**src/rtl/compare_pkg.sv**
```systemverilog
// rtl/compare_pkg.sv - shared constants for the streaming magnitude comparator
// Purpose: frame FSM state encoding and one-hot result codes {gt, lt, eq}.
// Ports: none (package).
package compare_pkg;

  // Frame FSM: IDLE before any frame, ACC while a frame is open, DONE after it closes
  localparam logic [1:0] ST_IDLE = 2'd0;
  localparam logic [1:0] ST_ACC  = 2'd1;
  localparam logic [1:0] ST_DONE = 2'd2;

  // One-hot result ordering matches the output bits {xgy, xsy, xey}
  localparam logic [2:0] RES_GT = 3'b100;
  localparam logic [2:0] RES_LT = 3'b010;
  localparam logic [2:0] RES_EQ = 3'b001;

endpackage

```
**src/rtl/compare_stream_if.sv**
```systemverilog
// rtl/compare_stream_if.sv - pair intake, result output and frame statistics bundle
// Purpose: groups the compare_stream handshake and data signals.
// Ports (modport slave = comparator side, master = source/consumer side):
//   in_valid/in_ready/x/y/signed_mode/in_last : pair intake
//   out_valid/out_ready/xgy/xsy/xey           : per-pair result
//   stat_valid/max_x/min_x/gt_cnt/eq_cnt/lt_cnt : published frame statistics
interface compare_stream_if #(
  parameter int WIDTH = 8,
  parameter int CNT_W = 8
);
  logic             in_valid;
  logic             in_ready;
  logic [WIDTH-1:0] x;
  logic [WIDTH-1:0] y;
  logic             signed_mode;
  logic             in_last;
  logic             out_valid;
  logic             out_ready;
  logic             xgy;
  logic             xsy;
  logic             xey;
  logic             stat_valid;
  logic [WIDTH-1:0] max_x;
  logic [WIDTH-1:0] min_x;
  logic [CNT_W-1:0] gt_cnt;
  logic [CNT_W-1:0] eq_cnt;
  logic [CNT_W-1:0] lt_cnt;

  modport slave (
    input  in_valid, x, y, signed_mode, in_last, out_ready,
    output in_ready, out_valid, xgy, xsy, xey,
    output stat_valid, max_x, min_x, gt_cnt, eq_cnt, lt_cnt
  );

  modport master (
    output in_valid, x, y, signed_mode, in_last, out_ready,
    input  in_ready, out_valid, xgy, xsy, xey,
    input  stat_valid, max_x, min_x, gt_cnt, eq_cnt, lt_cnt
  );
endinterface

```
**src/rtl/compare_core.sv**
```systemverilog
// rtl/compare_core.sv - combinational signed/unsigned magnitude compare
// Purpose: compares a against b in WIDTH+1 bits so neither mode can overflow.
// Ports:
//   a, b      in  WIDTH  operands
//   is_signed in  1      1 = two's complement, 0 = unsigned
//   gt/lt/eq  out 1      a>b / a<b / a==b (exactly one is set)
module compare_core #(
  parameter int WIDTH = 8
) (
  input  logic [WIDTH-1:0] a,
  input  logic [WIDTH-1:0] b,
  input  logic             is_signed,
  output logic             gt,
  output logic             lt,
  output logic             eq
);

  // The extra top bit is the sign copy in signed mode and zero otherwise,
  // so one signed compare serves both modes.
  logic signed [WIDTH:0] a_ext;
  logic signed [WIDTH:0] b_ext;

  assign a_ext = {is_signed & a[WIDTH-1], a};
  assign b_ext = {is_signed & b[WIDTH-1], b};

  assign gt = (a_ext > b_ext);
  assign lt = (a_ext < b_ext);
  assign eq = (a == b);

endmodule

```
**src/rtl/compare_stream.sv**
```systemverilog
// rtl/compare_stream.sv - streaming 3-way comparator with per-frame statistics
// Purpose: registers a one-hot compare result per accepted (x,y) pair and
//   publishes max/min of x and gt/eq/lt counts when a frame closes on in_last.
// Ports:
//   clk  in  1  rising-edge clock
//   rst  in  1  synchronous active-high reset
//   bus  compare_stream_if.slave  intake, result and statistics signals
module compare_stream
  import compare_pkg::*;
#(
  parameter int WIDTH = 8,
  parameter int CNT_W = 8
) (
  input  logic                   clk,
  input  logic                   rst,
  compare_stream_if.slave        bus
);

  logic [1:0]       state;
  logic             mode_q;
  logic             out_valid_q;
  logic [2:0]       res_q;
  logic [WIDTH-1:0] run_max, run_min;
  logic [CNT_W-1:0] run_gt, run_eq, run_lt;
  logic [WIDTH-1:0] pub_max, pub_min;
  logic [CNT_W-1:0] pub_gt, pub_eq, pub_lt;

  logic             acc;
  logic             first;
  logic             mode_eff;
  logic             gt_xy, lt_xy, eq_xy;
  logic             x_gt_max, x_lt_min;
  logic             unused_max_lt, unused_max_eq, unused_min_gt, unused_min_eq;
  logic [WIDTH-1:0] nxt_max, nxt_min;
  logic [CNT_W-1:0] nxt_gt, nxt_eq, nxt_lt;

  function automatic logic [CNT_W-1:0] sat_inc(input logic [CNT_W-1:0] c, input logic en);
    return (en && (c != '1)) ? c + CNT_W'(1) : c;
  endfunction

  assign bus.in_ready = !out_valid_q || bus.out_ready;
  assign acc          = bus.in_valid && bus.in_ready;

  // Any acc outside ACC opens a new frame and samples its compare mode.
  assign first    = (state != ST_ACC);
  assign mode_eff = first ? bus.signed_mode : mode_q;

  compare_core #(.WIDTH(WIDTH)) u_cmp_xy (
    .a(bus.x), .b(bus.y), .is_signed(mode_eff),
    .gt(gt_xy), .lt(lt_xy), .eq(eq_xy)
  );

  compare_core #(.WIDTH(WIDTH)) u_cmp_max (
    .a(bus.x), .b(run_max), .is_signed(mode_eff),
    .gt(x_gt_max), .lt(unused_max_lt), .eq(unused_max_eq)
  );

  compare_core #(.WIDTH(WIDTH)) u_cmp_min (
    .a(bus.x), .b(run_min), .is_signed(mode_eff),
    .gt(unused_min_gt), .lt(x_lt_min), .eq(unused_min_eq)
  );

  // Working accumulators after this pair; also what gets published on in_last.
  always_comb begin
    nxt_max = run_max;
    nxt_min = run_min;
    nxt_gt  = run_gt;
    nxt_eq  = run_eq;
    nxt_lt  = run_lt;
    if (first) begin
      nxt_max = bus.x;
      nxt_min = bus.x;
      nxt_gt  = CNT_W'(gt_xy);
      nxt_eq  = CNT_W'(eq_xy);
      nxt_lt  = CNT_W'(lt_xy);
    end else begin
      if (x_gt_max) nxt_max = bus.x;
      if (x_lt_min) nxt_min = bus.x;
      nxt_gt = sat_inc(run_gt, gt_xy);
      nxt_eq = sat_inc(run_eq, eq_xy);
      nxt_lt = sat_inc(run_lt, lt_xy);
    end
  end

  always_ff @(posedge clk) begin
    if (rst) begin
      state       <= ST_IDLE;
      mode_q      <= 1'b0;
      out_valid_q <= 1'b0;
      res_q       <= 3'b000;
      run_max     <= '0;
      run_min     <= '0;
      run_gt      <= '0;
      run_eq      <= '0;
      run_lt      <= '0;
      pub_max     <= '0;
      pub_min     <= '0;
      pub_gt      <= '0;
      pub_eq      <= '0;
      pub_lt      <= '0;
    end else begin
      // A new acc overwrites the single output entry even while it transfers.
      if (acc) begin
        out_valid_q <= 1'b1;
        res_q       <= gt_xy ? RES_GT : (lt_xy ? RES_LT : RES_EQ);
      end else if (bus.out_ready) begin
        out_valid_q <= 1'b0;
      end

      if (acc) begin
        if (first) mode_q <= bus.signed_mode;
        run_max <= nxt_max;
        run_min <= nxt_min;
        run_gt  <= nxt_gt;
        run_eq  <= nxt_eq;
        run_lt  <= nxt_lt;
        state   <= bus.in_last ? ST_DONE : ST_ACC;
        if (bus.in_last) begin
          pub_max <= nxt_max;
          pub_min <= nxt_min;
          pub_gt  <= nxt_gt;
          pub_eq  <= nxt_eq;
          pub_lt  <= nxt_lt;
        end
      end
    end
  end

  assign bus.out_valid  = out_valid_q;
  assign bus.xgy        = res_q[2];
  assign bus.xsy        = res_q[1];
  assign bus.xey        = res_q[0];
  assign bus.stat_valid = (state == ST_DONE);
  assign bus.max_x      = pub_max;
  assign bus.min_x      = pub_min;
  assign bus.gt_cnt     = pub_gt;
  assign bus.eq_cnt     = pub_eq;
  assign bus.lt_cnt     = pub_lt;

endmodule

```
**src/flat_wrapper.sv**
```systemverilog
// flat-port wrapper written by rule: the top's interface ports become plain ports
module compare_stream_flat import compare_pkg::*;
#(
  parameter int WIDTH = 8,
  parameter int CNT_W = 8
)
  (clk, rst, bus_in_valid, bus_x, bus_y, bus_signed_mode, bus_in_last, bus_out_ready, bus_in_ready, bus_out_valid, bus_xgy, bus_xsy, bus_xey, bus_stat_valid, bus_max_x, bus_min_x, bus_gt_cnt, bus_eq_cnt, bus_lt_cnt);
  compare_stream_if #(.WIDTH(WIDTH), .CNT_W(CNT_W)) bus_i ();
  input  logic clk;
  input  logic rst;
  input wire logic [$bits(bus_i.in_valid)-1:0] bus_in_valid;
  input wire logic [$bits(bus_i.x)-1:0] bus_x;
  input wire logic [$bits(bus_i.y)-1:0] bus_y;
  input wire logic [$bits(bus_i.signed_mode)-1:0] bus_signed_mode;
  input wire logic [$bits(bus_i.in_last)-1:0] bus_in_last;
  input wire logic [$bits(bus_i.out_ready)-1:0] bus_out_ready;
  output wire logic [$bits(bus_i.in_ready)-1:0] bus_in_ready;
  output wire logic [$bits(bus_i.out_valid)-1:0] bus_out_valid;
  output wire logic [$bits(bus_i.xgy)-1:0] bus_xgy;
  output wire logic [$bits(bus_i.xsy)-1:0] bus_xsy;
  output wire logic [$bits(bus_i.xey)-1:0] bus_xey;
  output wire logic [$bits(bus_i.stat_valid)-1:0] bus_stat_valid;
  output wire logic [$bits(bus_i.max_x)-1:0] bus_max_x;
  output wire logic [$bits(bus_i.min_x)-1:0] bus_min_x;
  output wire logic [$bits(bus_i.gt_cnt)-1:0] bus_gt_cnt;
  output wire logic [$bits(bus_i.eq_cnt)-1:0] bus_eq_cnt;
  output wire logic [$bits(bus_i.lt_cnt)-1:0] bus_lt_cnt;
  assign bus_i.in_valid = bus_in_valid;
  assign bus_i.x = bus_x;
  assign bus_i.y = bus_y;
  assign bus_i.signed_mode = bus_signed_mode;
  assign bus_i.in_last = bus_in_last;
  assign bus_i.out_ready = bus_out_ready;
  assign bus_in_ready = bus_i.in_ready;
  assign bus_out_valid = bus_i.out_valid;
  assign bus_xgy = bus_i.xgy;
  assign bus_xsy = bus_i.xsy;
  assign bus_xey = bus_i.xey;
  assign bus_stat_valid = bus_i.stat_valid;
  assign bus_max_x = bus_i.max_x;
  assign bus_min_x = bus_i.min_x;
  assign bus_gt_cnt = bus_i.gt_cnt;
  assign bus_eq_cnt = bus_i.eq_cnt;
  assign bus_lt_cnt = bus_i.lt_cnt;
  compare_stream #(.WIDTH(WIDTH), .CNT_W(CNT_W)) u_core (.clk(clk), .rst(rst), .bus(bus_i));
endmodule
```
**config.mk**
```make
export PLATFORM = sky130hd
export DESIGN_NAME = compare_stream_flat
export DESIGN_NICKNAME = d
export VERILOG_FILES = /design/src/rtl/compare_pkg.sv /design/src/rtl/compare_stream_if.sv /design/src/rtl/compare_core.sv /design/src/rtl/compare_stream.sv /design/src/flat_wrapper.sv
export SDC_FILE = /design/constraint.sdc
export NUM_CORES = 1
export LEC_CHECK = 0
export CAP_MARGIN = 15
export CORE_MARGIN = 2
export CORE_UTILIZATION = 55
export CTS_CLUSTER_SIZE = 16
export DETAILED_ROUTE_END_ITERATION = 6
export PLACE_DENSITY = 0.81
export SLEW_MARGIN = 20
export SYNTH_ARGS = -nofsm -noshare
export SYNTH_HDL_FRONTEND = slang
export SYNTH_SLANG_ARGS = --single-unit
```
**constraint.sdc**
```tcl
create_clock -name clk -period 8.8 [get_ports clk]
set_input_delay 2.64 -clock clk [delete_from_list [all_inputs] [get_ports clk]]
set_output_delay 2.64 -clock clk [all_outputs]
set_load 0.02 [all_outputs]
```
==> results.cfg <==
[run_status]
status = complete, no violations

[sta]
maxSlewHeadroom_pct = 28.0
setup_viol = 0
worst_pin_slew_ns = 1.08
rsz0062_at_grt = false
fin_tns_setup_ns = 0
fin_skew_ns = 0.0112
finalCriticalPeriod_ns = 6.54
fmax_mhz = 153
finalCritPeriodShare_pct = 74.3
finalHoldViolCount = 0
drv_slew = 0

[hold_path]
hold_depth = 2
hold_path_class = flop to flop

[logic_synthesis]
yosys.area.top_type = dfxtp_1
synth_commonest_cells = 87 x dfxtp_1, 76 x a21oi_1, 66 x o21ai_0, 56 x nand2_1, 38 x nor2_1
synth-edff-count = 0
syn-instance-count = 565
syn_avg_cell_area_um2 = 7.99
yosysWarnings = 0
syn-cell-area_um2 = 4520
yosys_most_used_dff = dfxtp_1
ys_types = 51
post-synth-top-count-cell = dfxtp_1
synth_top_area_share_pct = 38.6
ys_ff_latch = 87
synth_area_leaders = dfxtp_1 39%, a21oi_1 8.4%, o21ai_0 7.3%, ha_1 7.2%, nand2_1 4.7%
synth.yosys.seq_area_share_pct = 38.6
synth_fp_nets = 613
async_flop_share_pct = 0

[placement]
gp_congestion = 0.901
dp.cells = 707
dp_hpwl_mm = 7.53
port_buffers = 67
post_dp_cell_area_um2 = 5200

[die]
die-area_um2 = 8950
core-area_um2 = 8090
num_rows = 33
dieHeight_um = 94.6
io_pins = 68
initial_core_util_pct = 55.8
die_x_um = 94.6

[worst_setup_path]
critPathRequiredTime_ns = 6.16
crit_path_start_kind = input port
worstPathArrival_ns = 3.90
cp-end-kind = primary output
crit_end = bus_in_ready
crit-reg2reg-launch = u_core.state[1]
cp_slowest_stage_delay_ns = 0.63
rr_worst_depth = 8
reg2reg_to = u_core.run_lt[3]
path_cells = clkdlybuf4s50_1 > nand2b_1 > clkdlybuf4s50_1
crit_fanout = 5
cp_slowest_cell = clkdlybuf4s50_1
startpoint = bus_out_ready
path_class = input port to primary output
r2r_slack_ns = 5.96
crit_top_cell = clkdlybuf4s50_1

[clock_tree]
h-tree-depth = 3
holdBufCountCts = 0
cts_root_buf = clkbuf_8
cts.path.max_buffers = 2
cts.sinks = 87
path_clk_slew_ns = 0.08
cts_buffers = 9
clk_latency_ns = 0.37
cts_resized = 0
cts_tree = yes
cts_setup_buffers = 0

[detailed_routing]
vias_per_cell = 5.84
ant_nets = 0
wl_per_cell_um = 15.2
drc = 0
drtIter0Drc = 241
wirelength_mm = 11.0
drt_pass1_iterations = 5
vias = 4225

[global_route]
antenna_found_initial = 0
grt_pass1_wl_mm = 18.1
grt_pass1_vias = 3889
grt_max_degree = 56
grt_usage_pct = 25.6
grt_overflow = 0

[finish]
final_core_util_pct = 66.7
layout.nets = 661
final_cell_area_um2 = 5390
area_delta_synth_final_pct = 19.4
antenna_cells = 0
fin_cells = 723
drive_above_1_share_pct = 4.37

[pwr]
p_leak_nw = 2.02
powerDensity_nw_per_um2 = 157
max-vdd-ir-drop_uv = 102

[run]
max_cap_violations = 0
[cell type report]
cell class	count	area, um2
clock buffer	12	145
inverter	26	97.6
fill	718	2700
multi-input combinational	417	2530
clock inverter	4	45.0
tap	105	131
timing repair buffer	72	703
sequential	87	1740
[layout by cell type, fill, tap and decap left out, drive strengths merged, types with 13 or more instances in the layout]
cell type,n
a21oi,77
nor3,14
inv,26
mux2i,13
or3,13
o21ai,69
dfxtp,87
ha,26
nand3,15
nor2,39
nand2,58
clkdlybuf4s50,66
[logic make-up after synthesis]
family,after synthesis,synth area share (%)
DFF,87,38.6
AOI/OAI and AO/OA,183,23.4
and+or+nand+nor,176,18.7
muxes,13,2.96
xor gates and xnor gates,19,3.68
adders and majority gates,26,7.20
buffers and inverters,61,5.48
[layer usage]
layer | global-route usage [%] | part of all wire (%) | vias to the layer above
met1 | 31.9 | 44 | 1940
met5 | 0 | 0 | -
li1 | - | - | 2111
met2 | 41.5 | 48 | 145
met4 | 14.9 | 2.9 | 0
met3 | 4.23 | 5.5 | 29
[state kept, by name, summed over array words and instances (netlist names), 2 cells and up]
name               cells
u_core.bus.eq_cnt      8
u_core.bus.gt_cnt      8
u_core.bus.lt_cnt      8
u_core.bus.max_x       8
u_core.bus.min_x       8
u_core.res_q           3
u_core.run_eq          8
u_core.run_gt          8
u_core.run_lt          8
u_core.run_max         8
u_core.run_min         8
u_core.state           2
[worst min path at each step]
| stage | startpoint | to | slack [ns] |
|---|---|---|---|
| global placement | u_core.bus.gt_cnt[7] | u_core.bus.gt_cnt[7] | 0.43 |
| detailed placement | u_core.bus.gt_cnt[5] | u_core.bus.gt_cnt[5] | 0.44 |
| finish | u_core.bus.gt_cnt[5] | u_core.bus.gt_cnt[5] | 0.45 |
| floorplan | u_core.run_max[0] | u_core.run_max[0] | 0.45 |
| CTS | u_core.bus.gt_cnt[5] | u_core.bus.gt_cnt[5] | 0.45 |
| global route | u_core.bus.lt_cnt[0] | u_core.bus.lt_cnt[0] | 0.47 |
[critical path, delay by kind of cell]
family | cells | cell delay, ns
buf+inv | 2 | 1.08
simple gates | 1 | 0.17
[power by group]
part,internal [mW],switching (mW)
registers,0.408,0.00917
logic,0.0591,0.0931
clock network,0.138,0.139
total,0.605,0.242
[through the flow]
step	setup WS (ns)	total power, mW	hold WS, ns
floorplan	3.27	0.525	0.452
global placement	2.30	0.571	0.433
detailed placement	2.27	0.576	0.441
CTS	2.26	0.850	0.453
global route	2.20	0.884	0.473
finish	2.26	0.847	0.448
Power figures use the tool's default switching activity.
